[src/rtl/elev_pkg.sv]
// Shared elevator types, floor/direction constants and hall-latch index helpers
// used by the car motion controller.
package elev_pkg;

    localparam logic [2:0] FLOOR_MIN = 3'd1;
    localparam logic [2:0] FLOOR_MAX = 3'd6;
    localparam logic       DIR_UP    = 1'b0;
    localparam logic       DIR_DN    = 1'b1;

    typedef enum logic [1:0] {
        IDLE = 2'd0,
        MOVE = 2'd1,
        DOOR = 2'd2
    } state_e;

    function automatic logic [3:0] hall_up_idx(input logic [2:0] f);
        return {f, 1'b0} - 4'd2;
    endfunction

    function automatic logic [3:0] hall_dn_idx(input logic [2:0] f);
        return {f, 1'b0} - 4'd3;
    endfunction

    function automatic logic floor_valid(input logic [2:0] f);
        return (f >= FLOOR_MIN) && (f <= FLOOR_MAX);
    endfunction

    function automatic logic [5:0] floor_onehot(input logic [2:0] f);
        return 6'd1 << (f - 3'd1);
    endfunction

    // Terminal floors own a single hall button, so they are cleared regardless of direction.
    function automatic logic [9:0] hall_clear(input logic [2:0] f, input logic dir, input logic both);
        logic [9:0] m;
        m = 10'd0;
        if ((both || (dir == DIR_UP)) && (f < FLOOR_MAX)) m[hall_up_idx(f)] = 1'b1;
        else m = m;
        if ((both || (dir == DIR_DN)) && (f > FLOOR_MIN)) m[hall_dn_idx(f)] = 1'b1;
        else m = m;
        if (f == FLOOR_MAX) m[9] = 1'b1;
        else m = m;
        if (f == FLOOR_MIN) m[0] = 1'b1;
        else m = m;
        return m;
    endfunction

endpackage

[src/rtl/elev_tick_timer.sv]
// Down-counting interval timer: load arms it for N cycles, done flags the last
// enabled cycle of the interval.
module elev_tick_timer #(
    parameter int N = 8,
    parameter int W = 4
) (
    input  logic clk,
    input  logic rst,
    input  logic load,
    input  logic en,
    output logic done
);

    localparam logic [W-1:0] RELOAD = W'(N - 1);
    localparam logic [W-1:0] ZERO   = {W{1'b0}};
    localparam logic [W-1:0] ONE    = {{(W-1){1'b0}}, 1'b1};

    logic [W-1:0] count_r;

    // Counter register: load wins over counting, and it parks at zero.
    always_ff @(posedge clk) begin
        if (rst) begin
            count_r <= ZERO;
        end else if (load) begin
            count_r <= RELOAD;
        end else if (en && (count_r != ZERO)) begin
            count_r <= count_r - ONE;
        end else begin
            count_r <= count_r;
        end
    end

    assign done = en && (count_r == ZERO);

endmodule

[src/rtl/car_motion_ctrl.sv]
// Car motion sequencer: moves floor by floor toward the computed destination,
// opens the door and strobes request-latch clears. Optional CAR_ESTOP_EN adds an estop freeze.
module car_motion_ctrl
    import elev_pkg::*;
#(
    parameter int FLOOR_TICKS = 8,
    parameter int DOOR_TICKS  = 6
) (
    input  logic       input_clk,
    input  logic       input_rst,
    input  logic [2:0] input_des,
    input  logic       input_bool,
    input  logic       input_hold,
`ifdef CAR_ESTOP_EN
    input  logic       input_estop,
    output logic       output_fault,
`endif
    output logic [2:0] output_now,
    output logic       output_dir,
    output logic       output_moving,
    output logic       output_door_open,
    output logic       output_arrive,
    output logic [5:0] output_clr_in,
    output logic [9:0] output_clr_out
);

    localparam int TMAX = (FLOOR_TICKS > DOOR_TICKS) ? FLOOR_TICKS : DOOR_TICKS;
    localparam int TW   = $clog2(TMAX) + 1;

    state_e     state_r, state_nx_s;
    logic [2:0] floor_r, floor_nx_s, step_s;
    logic       dir_r, dir_nx_s;
    logic       moving_r, door_open_r, arrive_r, arrive_nx_s;
    logic [5:0] clr_in_r, clr_in_nx_s;
    logic [9:0] clr_out_r, clr_out_nx_s;
    logic       floor_load_s, floor_en_s, floor_done_s;
    logic       door_load_s, door_en_s, door_done_s;
    logic       freeze_s, req_ok_s, at_end_s, behind_s;

`ifdef CAR_ESTOP_EN
    logic fault_r;
    assign freeze_s     = input_estop;
    assign output_fault = fault_r;
`else
    assign freeze_s = 1'b0;
`endif

    assign req_ok_s   = input_bool && floor_valid(input_des);
    assign step_s     = (dir_r == DIR_UP) ? (floor_r + 3'd1) : (floor_r - 3'd1);
    assign at_end_s   = (dir_r == DIR_UP) ? (floor_r == FLOOR_MAX) : (floor_r == FLOOR_MIN);
    assign behind_s   = (dir_r == DIR_UP) ? (input_des < step_s) : (input_des > step_s);
    assign floor_en_s = (state_r == MOVE) && !freeze_s;
    assign door_en_s  = (state_r == DOOR) && !freeze_s;

    elev_tick_timer #(.N(FLOOR_TICKS), .W(TW)) u_floor_timer (
        .clk  (input_clk),
        .rst  (input_rst),
        .load (floor_load_s),
        .en   (floor_en_s),
        .done (floor_done_s)
    );

    elev_tick_timer #(.N(DOOR_TICKS), .W(TW)) u_door_timer (
        .clk  (input_clk),
        .rst  (input_rst),
        .load (door_load_s),
        .en   (door_en_s),
        .done (door_done_s)
    );

    // Next-state, floor/direction update, timer loads and entry strobes.
    always_comb begin
        state_nx_s   = state_r;
        floor_nx_s   = floor_r;
        dir_nx_s     = dir_r;
        arrive_nx_s  = 1'b0;
        clr_in_nx_s  = 6'd0;
        clr_out_nx_s = 10'd0;
        floor_load_s = 1'b0;
        door_load_s  = 1'b0;
        if (freeze_s) begin
            state_nx_s = state_r;
        end else begin
            case (state_r)
                IDLE: begin
                    if (!req_ok_s) begin
                        state_nx_s = IDLE;
                    end else if (input_des > floor_r) begin
                        dir_nx_s     = DIR_UP;
                        state_nx_s   = MOVE;
                        floor_load_s = 1'b1;
                    end else if (input_des < floor_r) begin
                        dir_nx_s     = DIR_DN;
                        state_nx_s   = MOVE;
                        floor_load_s = 1'b1;
                    end else begin
                        state_nx_s   = DOOR;
                        door_load_s  = 1'b1;
                        arrive_nx_s  = 1'b1;
                        clr_in_nx_s  = floor_onehot(floor_r);
                        clr_out_nx_s = hall_clear(floor_r, dir_r, 1'b1);
                    end
                end
                MOVE: begin
                    if (!floor_done_s) begin
                        state_nx_s = MOVE;
                    end else if (at_end_s) begin
                        state_nx_s = IDLE;
                    end else begin
                        // The destination is re-read live at every floor boundary.
                        floor_nx_s = step_s;
                        if (req_ok_s && (input_des == step_s)) begin
                            state_nx_s   = DOOR;
                            door_load_s  = 1'b1;
                            arrive_nx_s  = 1'b1;
                            clr_in_nx_s  = floor_onehot(step_s);
                            clr_out_nx_s = hall_clear(step_s, dir_r, 1'b0);
                        end else if (!req_ok_s || behind_s) begin
                            state_nx_s = IDLE;
                        end else begin
                            state_nx_s   = MOVE;
                            floor_load_s = 1'b1;
                        end
                    end
                end
                DOOR: begin
                    if (input_hold) begin
                        door_load_s = 1'b1;
                    end else if (door_done_s) begin
                        state_nx_s = IDLE;
                    end else begin
                        state_nx_s = DOOR;
                    end
                end
                default: begin
                    state_nx_s = IDLE;
                end
            endcase
        end
    end

    // State and registered outputs.
    always_ff @(posedge input_clk) begin
        if (input_rst) begin
            state_r     <= IDLE;
            floor_r     <= FLOOR_MIN;
            dir_r       <= DIR_UP;
            moving_r    <= 1'b0;
            door_open_r <= 1'b0;
            arrive_r    <= 1'b0;
            clr_in_r    <= 6'd0;
            clr_out_r   <= 10'd0;
        end else begin
            state_r     <= state_nx_s;
            floor_r     <= floor_nx_s;
            dir_r       <= dir_nx_s;
            moving_r    <= (state_nx_s == MOVE);
            door_open_r <= (state_nx_s == DOOR);
            arrive_r    <= arrive_nx_s;
            clr_in_r    <= clr_in_nx_s;
            clr_out_r   <= clr_out_nx_s;
        end
    end

`ifdef CAR_ESTOP_EN
    // Fault flag mirrors the sampled estop input.
    always_ff @(posedge input_clk) begin
        if (input_rst) begin
            fault_r <= 1'b0;
        end else begin
            fault_r <= input_estop;
        end
    end
`endif

    assign output_now       = floor_r;
    assign output_dir       = dir_r;
    assign output_moving    = moving_r;
    assign output_door_open = door_open_r;
    assign output_arrive    = arrive_r;
    assign output_clr_in    = clr_in_r;
    assign output_clr_out   = clr_out_r;

endmodule

[config.mk]
export PLATFORM = sky130hd
export DESIGN_NAME = car_motion_ctrl
export DESIGN_NICKNAME = d
export VERILOG_FILES = /design/src/rtl/elev_pkg.sv /design/src/rtl/elev_tick_timer.sv /design/src/rtl/car_motion_ctrl.sv
export SDC_FILE = /design/constraint.sdc
export NUM_CORES = 1
export LEC_CHECK = 0
export BUFFER_PORTS_ARGS = -buffer_cell sky130_fd_sc_hd__buf_2
export CAP_MARGIN = 20
export CORE_AREA = 4 4 73 75
export DETAILED_ROUTE_END_ITERATION = 8
export DIE_AREA = 0 0 77 79
export HOLD_SLACK_MARGIN = 0.03
export PLACE_DENSITY = 0.67
export SETUP_SLACK_MARGIN = 0.3
export SYNTH_ARGS = -nofsm -noshare
export SYNTH_HDL_FRONTEND = slang
export SYNTH_SLANG_ARGS = --single-unit
export TNS_END_PERCENT = 5
[constraint.sdc]
create_clock -name input_clk -period 2.4 [get_ports input_clk]
set_input_delay 0.48 -clock input_clk [delete_from_list [all_inputs] [get_ports input_clk]]
set_output_delay 0.48 -clock input_clk [all_outputs]
set_load 0.1 [all_outputs]
==> key figures, run 1 <==
Drt
  • WL/cell: between 15 and 20 um
  • WL final: 5140 um
  • Vias per cell: 5.68
  • First DRT Iteration DRCs: around 190
  • Antenna-violating nets left: 0
  • Via count: 1870
  • DRT Pass-1 Iters: 4
  • Number of DRC violations after detailed routing: 0

Flow run
  • Max-cap viol count: 0

Clock tree
  • CTS Root Buffer Type: clkbuf_8
  • CTS Sinks: 33
  • CTS Hold Bufs: 0
  • Clock Latency Late Sink: between 0.2 and 0.3 ns
  • CTS tree: built
  • Worst-path clk slew: 0.07 ns
  • Inserted Clock Buffers: 5
  • CTS H-tree depth: 2
  • Clock Path Buffers: 2

Yosys
  • Synth async-reset ratio: 0%
  • Syn_area_per_cell: 9.18 um2
  • Post-synthesis sequential area ratio: 31.8%
  • Post-synthesis net count: 250
  • Gate count of the mapped netlist: 226
  • Synth top area share: 31.8%
  • Largest cells by area after synthesis: dfxtp_1 32%, ha_1 10%, mux2i_1 3.4%
  • Netlist cell types: 56
  • Warnings from Yosys: 0
  • Yosys top cell by area: dfxtp_1
  • Number of synthesized register bits: 33
  • Top_reg_cell synth: dfxtp_1
  • Number of synthesized flops with an enable pin: 0
  • Mapped Area: roughly 2100 um2

Power and ir drop
  • Leakage: 1.19 nW
  • PD cells: 735 nW/um2
  • Total power: 0.00195 W
  • VDD IR max: 374 uV

Setup path
  • Critical Path Source Type: flop
  • CP top delay family: simple AND/OR/NAND/NOR gates
  • CP Capture Type: flop
  • Slowest-stage cell, CP: ha_4
  • Worst Path Arrival: 2.34 ns
  • Data required, critical path: 2.57 ns
  • CP max stage delay: 0.39 ns
  • Largest fanout on the critical path: 7
  • Kind of critical path: reg -> reg
  • Most frequent CP cell: and2_4
  • Buffers plus inverters on the worst setup path: 2
  • CP Cell Sequence: clkinvlp_4 -> ha_4 -> buf_6 -> xnor3_1 -> and2_4 -> and3_4 -> and2_4 -> a32o_2

Place
  • Cells after DPL: 304
  • DP HPWL: 3550 um
  • Post-DP Area: 2310 um2
  • Gpl congestion: 0.866
  • # port buffers: 29

Timing
  • Slew HR: between 60% and 70%
  • # setup viols final: 0
  • Skew final: 0.0116 ns
  • RSZ-0062 raised after global routing: true
  • Setup TNS: 0 ns
  • Final Max Tran Viols: 0
  • Fin. Hold Viols: 0
  • Peak Freq: 0.463 GHz
  • Crit share post-route: 90.1%
  • Final min period: ~2.2 ns
  • Worst Max-Slew Pin Slew: about 0.52 ns

GRT
  • First-pass GRT wire length: 8410 um
  • Vias in the first global route: 1721
  • GR Overflow Total: 0
  • Largest net degree at the start of global routing: 19
  • Initial antenna violation count: 0
  • Global Route Usage Sum: 17.4%

Cells and area
  • Filler cell count: 425
  • Fin util: between 50% and 60%
  • Area Growth Syn to Fin: 27.9%
  • Layout Nets: approximately 300
  • Most frequent cells in the layout: 29 x buf_2, 29 x dfxtp_1, 21 x buf_4, 15 x nor2_1, 14 x nand2_1
  • Non-Filler Instances: 329
  • Finished Cell Area: 2650 um2
  • Layout cells sized above 1: 38.9%
  • Ant diodes: 0

Floorplanning
  • FP Rows: 25
  • Core area: roughly 4700 um2
  • Die height: 79 um
  • Initial Utilization: 44.5%
  • I/O pin count: 30
  • Die W: 77 um
  • Die area: 6080 um2

Status
  • Status: complete, no violations

Hold path
  • Worst Hold Class: reg -> reg
## layout make-up
type	instances	area, um2	area share [%]
repair buffers	52	325	12.3
flip-flops and latches	33	673	25.4
multi-input cells	164	1420	53.6
inverters	18	78.8	2.97
clock inverters	3	16.3	0.613
well taps	54	67.6	2.55
clock buffers	5	68.8	2.59
## layer usage
layer	vias up	global-route usage, %	part of all wire, %
li1	913	-	-
met1	876	22.1	45
met2	71	28.6	46
met3	10	3.74	6.4
met4	0	7.47	2.2
met5	-	0	0
## stage by stage
| stage | hold WS, ns | setup slack (ns) |
|---|---|---|
| final | 0.569 | 0.238 |
| after floorplan | 0.527 | 0.000896 |
| after global placement | 0.539 | 0.143 |
| after CTS | 0.575 | 0.254 |
| after global routing | 0.607 | 0.140 |
| after detailed placement | 0.553 | 0.0822 |
## timing repair
action	in CTS	in global routing
buffers inserted	10	7
pin swaps	9	10
gates resized for setup	10	17
setup endpoints to repair	24	28
## worst min-delay path: cells and delay by family (launching register included)
kind	cells	cell delay [ns]
xor+xnor	1	0.15
simple gates	1	0.05
flops	1	0.32
## sequential cells by signal (all words and copies together) (netlist names)
register and cells:
output_arrive 1, output_clr_in 6, output_clr_out 10, output_dir 1
output_door_open 1, output_moving 1, output_now 3, state_r 2
u_door_timer.count_r 4, u_floor_timer.count_r 4
## worst paths after layout
check | start | to | slack [ns] | cells after the start
min reg2reg | u_door_timer.count_r[3] | u_door_timer.count_r[3] | 0.57 | 2
min | u_door_timer.count_r[3] | u_door_timer.count_r[3] | 0.57 | 2
max | output_now[1] | output_clr_in[4] | 0.24 | 8
max reg2reg | output_now[1] | output_clr_in[4] | 0.24 | 8
## cell usage after synthesis, drive strengths merged (5+ instances only)
cell type,instances
a21o,5
a21oi,12
a32o,5
buf,7
dfxtp,33
ha,17
inv,17
mux2i,8
nand2,14
nand3,5
nand4,6
nor2,16
nor3,5
o21ai,5
xnor2,7
## cells by family after synthesis
group	after synthesis	share of synthesized area, %
compound gates	45	16.5
xor+xnor	12	6.39
fa+ha+maj	19	11.2
buf+inv	29	7.12
flops	33	31.8
mux	8	4.46
simple gates	80	22.5
## power breakdown
group,internal (W),switching (W)
Sequential,0.000587,0.0000413
Combinational,0.000377,0.000529
Clock,0.000201,0.000215
Total,0.00117,0.000786
Power figures use the tool's default switching activity.
==> run 2, diff against run 1 <==
--- a/config.mk
+++ b/config.mk
@@ -5,13 +5,13 @@
 export SDC_FILE = /design/constraint.sdc
 export NUM_CORES = 1
 export LEC_CHECK = 0
+export ABC_AREA = 1
 export BUFFER_PORTS_ARGS = -buffer_cell sky130_fd_sc_hd__buf_2
 export CAP_MARGIN = 20
-export CORE_AREA = 4 4 73 75
+export CORE_AREA = 4 4 76 78
 export DETAILED_ROUTE_END_ITERATION = 8
-export DIE_AREA = 0 0 77 79
+export DIE_AREA = 0 0 80 82
 export HOLD_SLACK_MARGIN = 0.03
-export PLACE_DENSITY = 0.67
 export SETUP_SLACK_MARGIN = 0.3
 export SYNTH_ARGS = -nofsm -noshare
 export SYNTH_HDL_FRONTEND = slang
==> key figures, run 2 <==
Timing
  • Worst Max-Slew Pin Slew: between 0.5 and 0.6 ns
  • Peak Freq: 0.484 GHz
  • # setup viols final: 0
  • Slew HR: 63.5%
  • Crit share post-route: 86.0%
  • Worst hold margin: 0.490 ns
  • Final Max Tran Viols: 0
  • Skew final: 0.00497 ns
  • Setup WS post-layout: between 0.3 and 0.4 ns
  • RSZ-0062 raised after global routing: true
  • Final min period: 2.07 ns
  • Setup TNS: 0 ns
  • Fin. Hold Viols: 0

Cells and area
  • Filler cell count: around 530
  • FF+latch area: 671 um2
  • Finished Cell Area: 2610 um2
  • Area Growth Syn to Fin: 32.8%
  • Ant diodes: 0
  • Commonest non-fill, non-tap cell in the layout: nand2_1
  • Most frequent cells in the layout: 47 x nand2_1, 33 x inv_1, 29 x buf_2, 29 x dfxtp_1, 25 x nor2_1
  • Multi-input combinational cell area: 1320 um2
  • Largest register FFs: 10
  • Layout cells sized above 1: 35.1%
  • Layout Nets: 351
  • Non-Filler Instances: between 300 and 400

Drt
  • DRT Pass-1 Iters: 4
  • Antenna-violating nets left: 0
  • WL final: 5000 um
  • Vias per cell: roughly 4.8
  • WL/cell: 12.6 um
  • Number of DRC violations after detailed routing: 0
  • First DRT Iteration DRCs: 98
  • Via count: 1926

Clock tree
  • Clock Latency Late Sink: 0.29 ns
  • Clock Path Buffers: 2
  • CTS H-tree depth: 2
  • CTS Sinks: 33
  • CTS tree: built
  • Worst-path clk slew: 0.07 ns
  • Inserted Clock Buffers: 5
  • CTS Root Buffer Type: clkbuf_8

Yosys
  • Number of synthesized flops with an enable pin: 0
  • Most frequent cells after synthesis: 53 x nand2_1, 37 x inv_1, 33 x dfxtp_1, 29 x nor2_1, 28 x a21oi_1
  • Largest cells by area after synthesis: dfxtp_1 34%, ha_1 11%, nand2_1 10%
  • Yosys top cell by area: dfxtp_1
  • Number of synthesized register bits: 33
  • Post-synthesis net count: 304
  • Post-synthesis sequential area ratio: 33.6%
  • Synth async-reset ratio: 0%
  • Synth top area share: between 30 and 40%
  • Netlist cell types: 32
  • Syn_area_per_cell: 7.02 um2
  • Warnings from Yosys: 0
  • Mapped Area: 1970 um2
  • Gate count of the mapped netlist: 280
  • Count leader, synth: nand2_1
  • Top_reg_cell synth: dfxtp_1

Hold path
  • Hold depth: 2
  • Hold wc startpoint: input_rst
  • Hold Path End: output_clr_out[6]
  • Worst Hold Class: in -> reg

Setup path
  • R2R Path End: output_clr_in[1]
  • Data required, critical path: 2.62 ns
  • CP Capture Type: flop
  • Largest fanout on the critical path: 7
  • Critical Path Source Type: flop
  • Worst Path Arrival: 2.28 ns
  • Worst Setup SP: output_now[1]
  • Worst r2r path cells: 12
  • Kind of critical path: reg -> reg
  • Setup slack, reg-to-reg: 0.33 ns
  • RR Startpoint: output_now[1]

Status
  • Status: complete, no violations

GRT
  • Global Route Usage Sum: 16.2%
  • GR Overflow Total: 0
  • Initial antenna violation count: 0
  • First-pass GRT wire length: 8270 um
  • Vias in the first global route: roughly 1900
  • Largest net degree at the start of global routing: 16

Floorplanning
  • FP Rows: 26
  • Die height: 82 um
  • Die W: 80 um
  • Initial Utilization: 38.8%
  • I/O pin count: 30
  • Die area: between 6000 and 7000 um2
  • Core area: a little over 5000 um2

Place
  • Pre-CTS WS: 0.0860 ns
  • DP HPWL: 3640 um
  • # port buffers: 29
  • Gpl congestion: a little under 0.9
  • Cells after DPL: 378
  • Post-DP Area: 2230 um2

Power and ir drop
  • Internal: 0.00108 W
  • Sw frac: 42.8%
  • Psw: 0.000809 W
  • Clock network power share: 21.6%
  • Combinational power share: 45.4%
  • PD cells: 724 nW/um2
  • VDD IR max: 451 uV
  • Leakage: between 1 and 1.5 nW
  • Seq pwr share: about a third

Flow run
  • Max-cap viol count: 0
[run 2: cell types whose count changed in the layout (fill, tap and decap cells not counted), sizes merged, moves of 5 or more]
cell / before / now
nand2: 14 / 62
nand3: 5 / 26
a21o: 5 / 0
nor2: 16 / 34
xnor2: 7 / 0
mux2i: 8 / 0
a21oi: 12 / 28
inv: 17 / 43
a32o: 5 / 0
buf: 52 / 45
[run 2: how the worst max path moves through the flow]
stage,endpoint,slack [ns],depth (start not counted)
after floorplan,output_clr_out[0],0.15,11
after global placement,output_clr_out[0],0.11,11
after detailed placement,output_clr_out[0],0.09,11
after CTS,output_clr_out[0],0.30,11
after global routing,output_clr_out[6],0.21,11
final,output_clr_in[1],0.33,12
[run 2: timing repair]
action                     4_1_cts  5_1_grt
pin swaps                        4       17
gates resized for setup          6       44
setup buffers                    6        6
setup endpoints to repair       27       27
hold buffers                     0        0
[run 2: critical path: stages, from the launching register on]
cell and delay [ns]:
dfxtp_4 0.36, clkinvlp_4 0.12, ha_4 0.33, inv_6 0.04
nand2_4 0.07, nand2_8 0.08, xor2_2 0.17, nand2_2 0.08
nor2_4 0.13, nand2_4 0.13, nor2_4 0.24, nand3_2 0.10
a21oi_2 0.13
[run 2: metal layers]
layer / vias to the layer above / routed length (um) / global-route usage, % / share of wire [%]
met4: 0 / 156 / 7.77 / 3.1
met1: 882 / 2060 / 18.4 / 41
met5: - / 0 / 0 / 0
li1: 986 / - / - / -
met2: 42 / 2560 / 28.1 / 51
met3: 16 / 223 / 4.61 / 4.5
[run 2: power groups by stage]
stage / logic, W / registers [W] / clock network, W
3_5_place_dp: 0.000651 / 0.000647 / 0
4_1_cts: 0.000716 / 0.000623 / 0.000420
3_3_place_gp: 0.000646 / 0.000647 / 0
5_1_grt: 0.000940 / 0.000630 / 0.000441
6_report: 0.000859 / 0.000624 / 0.000408
2_1_floorplan: 0.000420 / 0.000739 / 0
[run 2: per-stage QoR]
| step | utilization, % | power [W] |
|---|---|---|
| floorplan | - | 0.00116 |
| global placement | 43.9 | 0.00129 |
| detailed placement | 43.9 | 0.00130 |
| CTS | 46.9 | 0.00176 |
| global route | 51.5 | 0.00201 |
| finish | 51.5 | 0.00189 |
[run 2: area by class of cell]
class	instances	share of cell area, %
clock buffers	5	2.63
clock inverters	3	0.623
inverters	44	6.94
multi-input cells	198	50.5
flip-flops and latches	33	25.7
well taps	70	3.35
repair buffers	45	10.3
[run 2: kinds of logic (layout without fill, tap and decap cells)]
group / after synthesis / in the layout / synth area share, %
adders and majority gates: 17 / 17 / 10.8
xor gates and xnor gates: 6 / 6 / 2.67
and+or+nand+nor: 135 / 135 / 32.5
AOI/OAI and AO/OA: 40 / 40 / 10.7
DFF: 33 / 33 / 33.6
buffers and inverters: 49 / 97 / 9.73
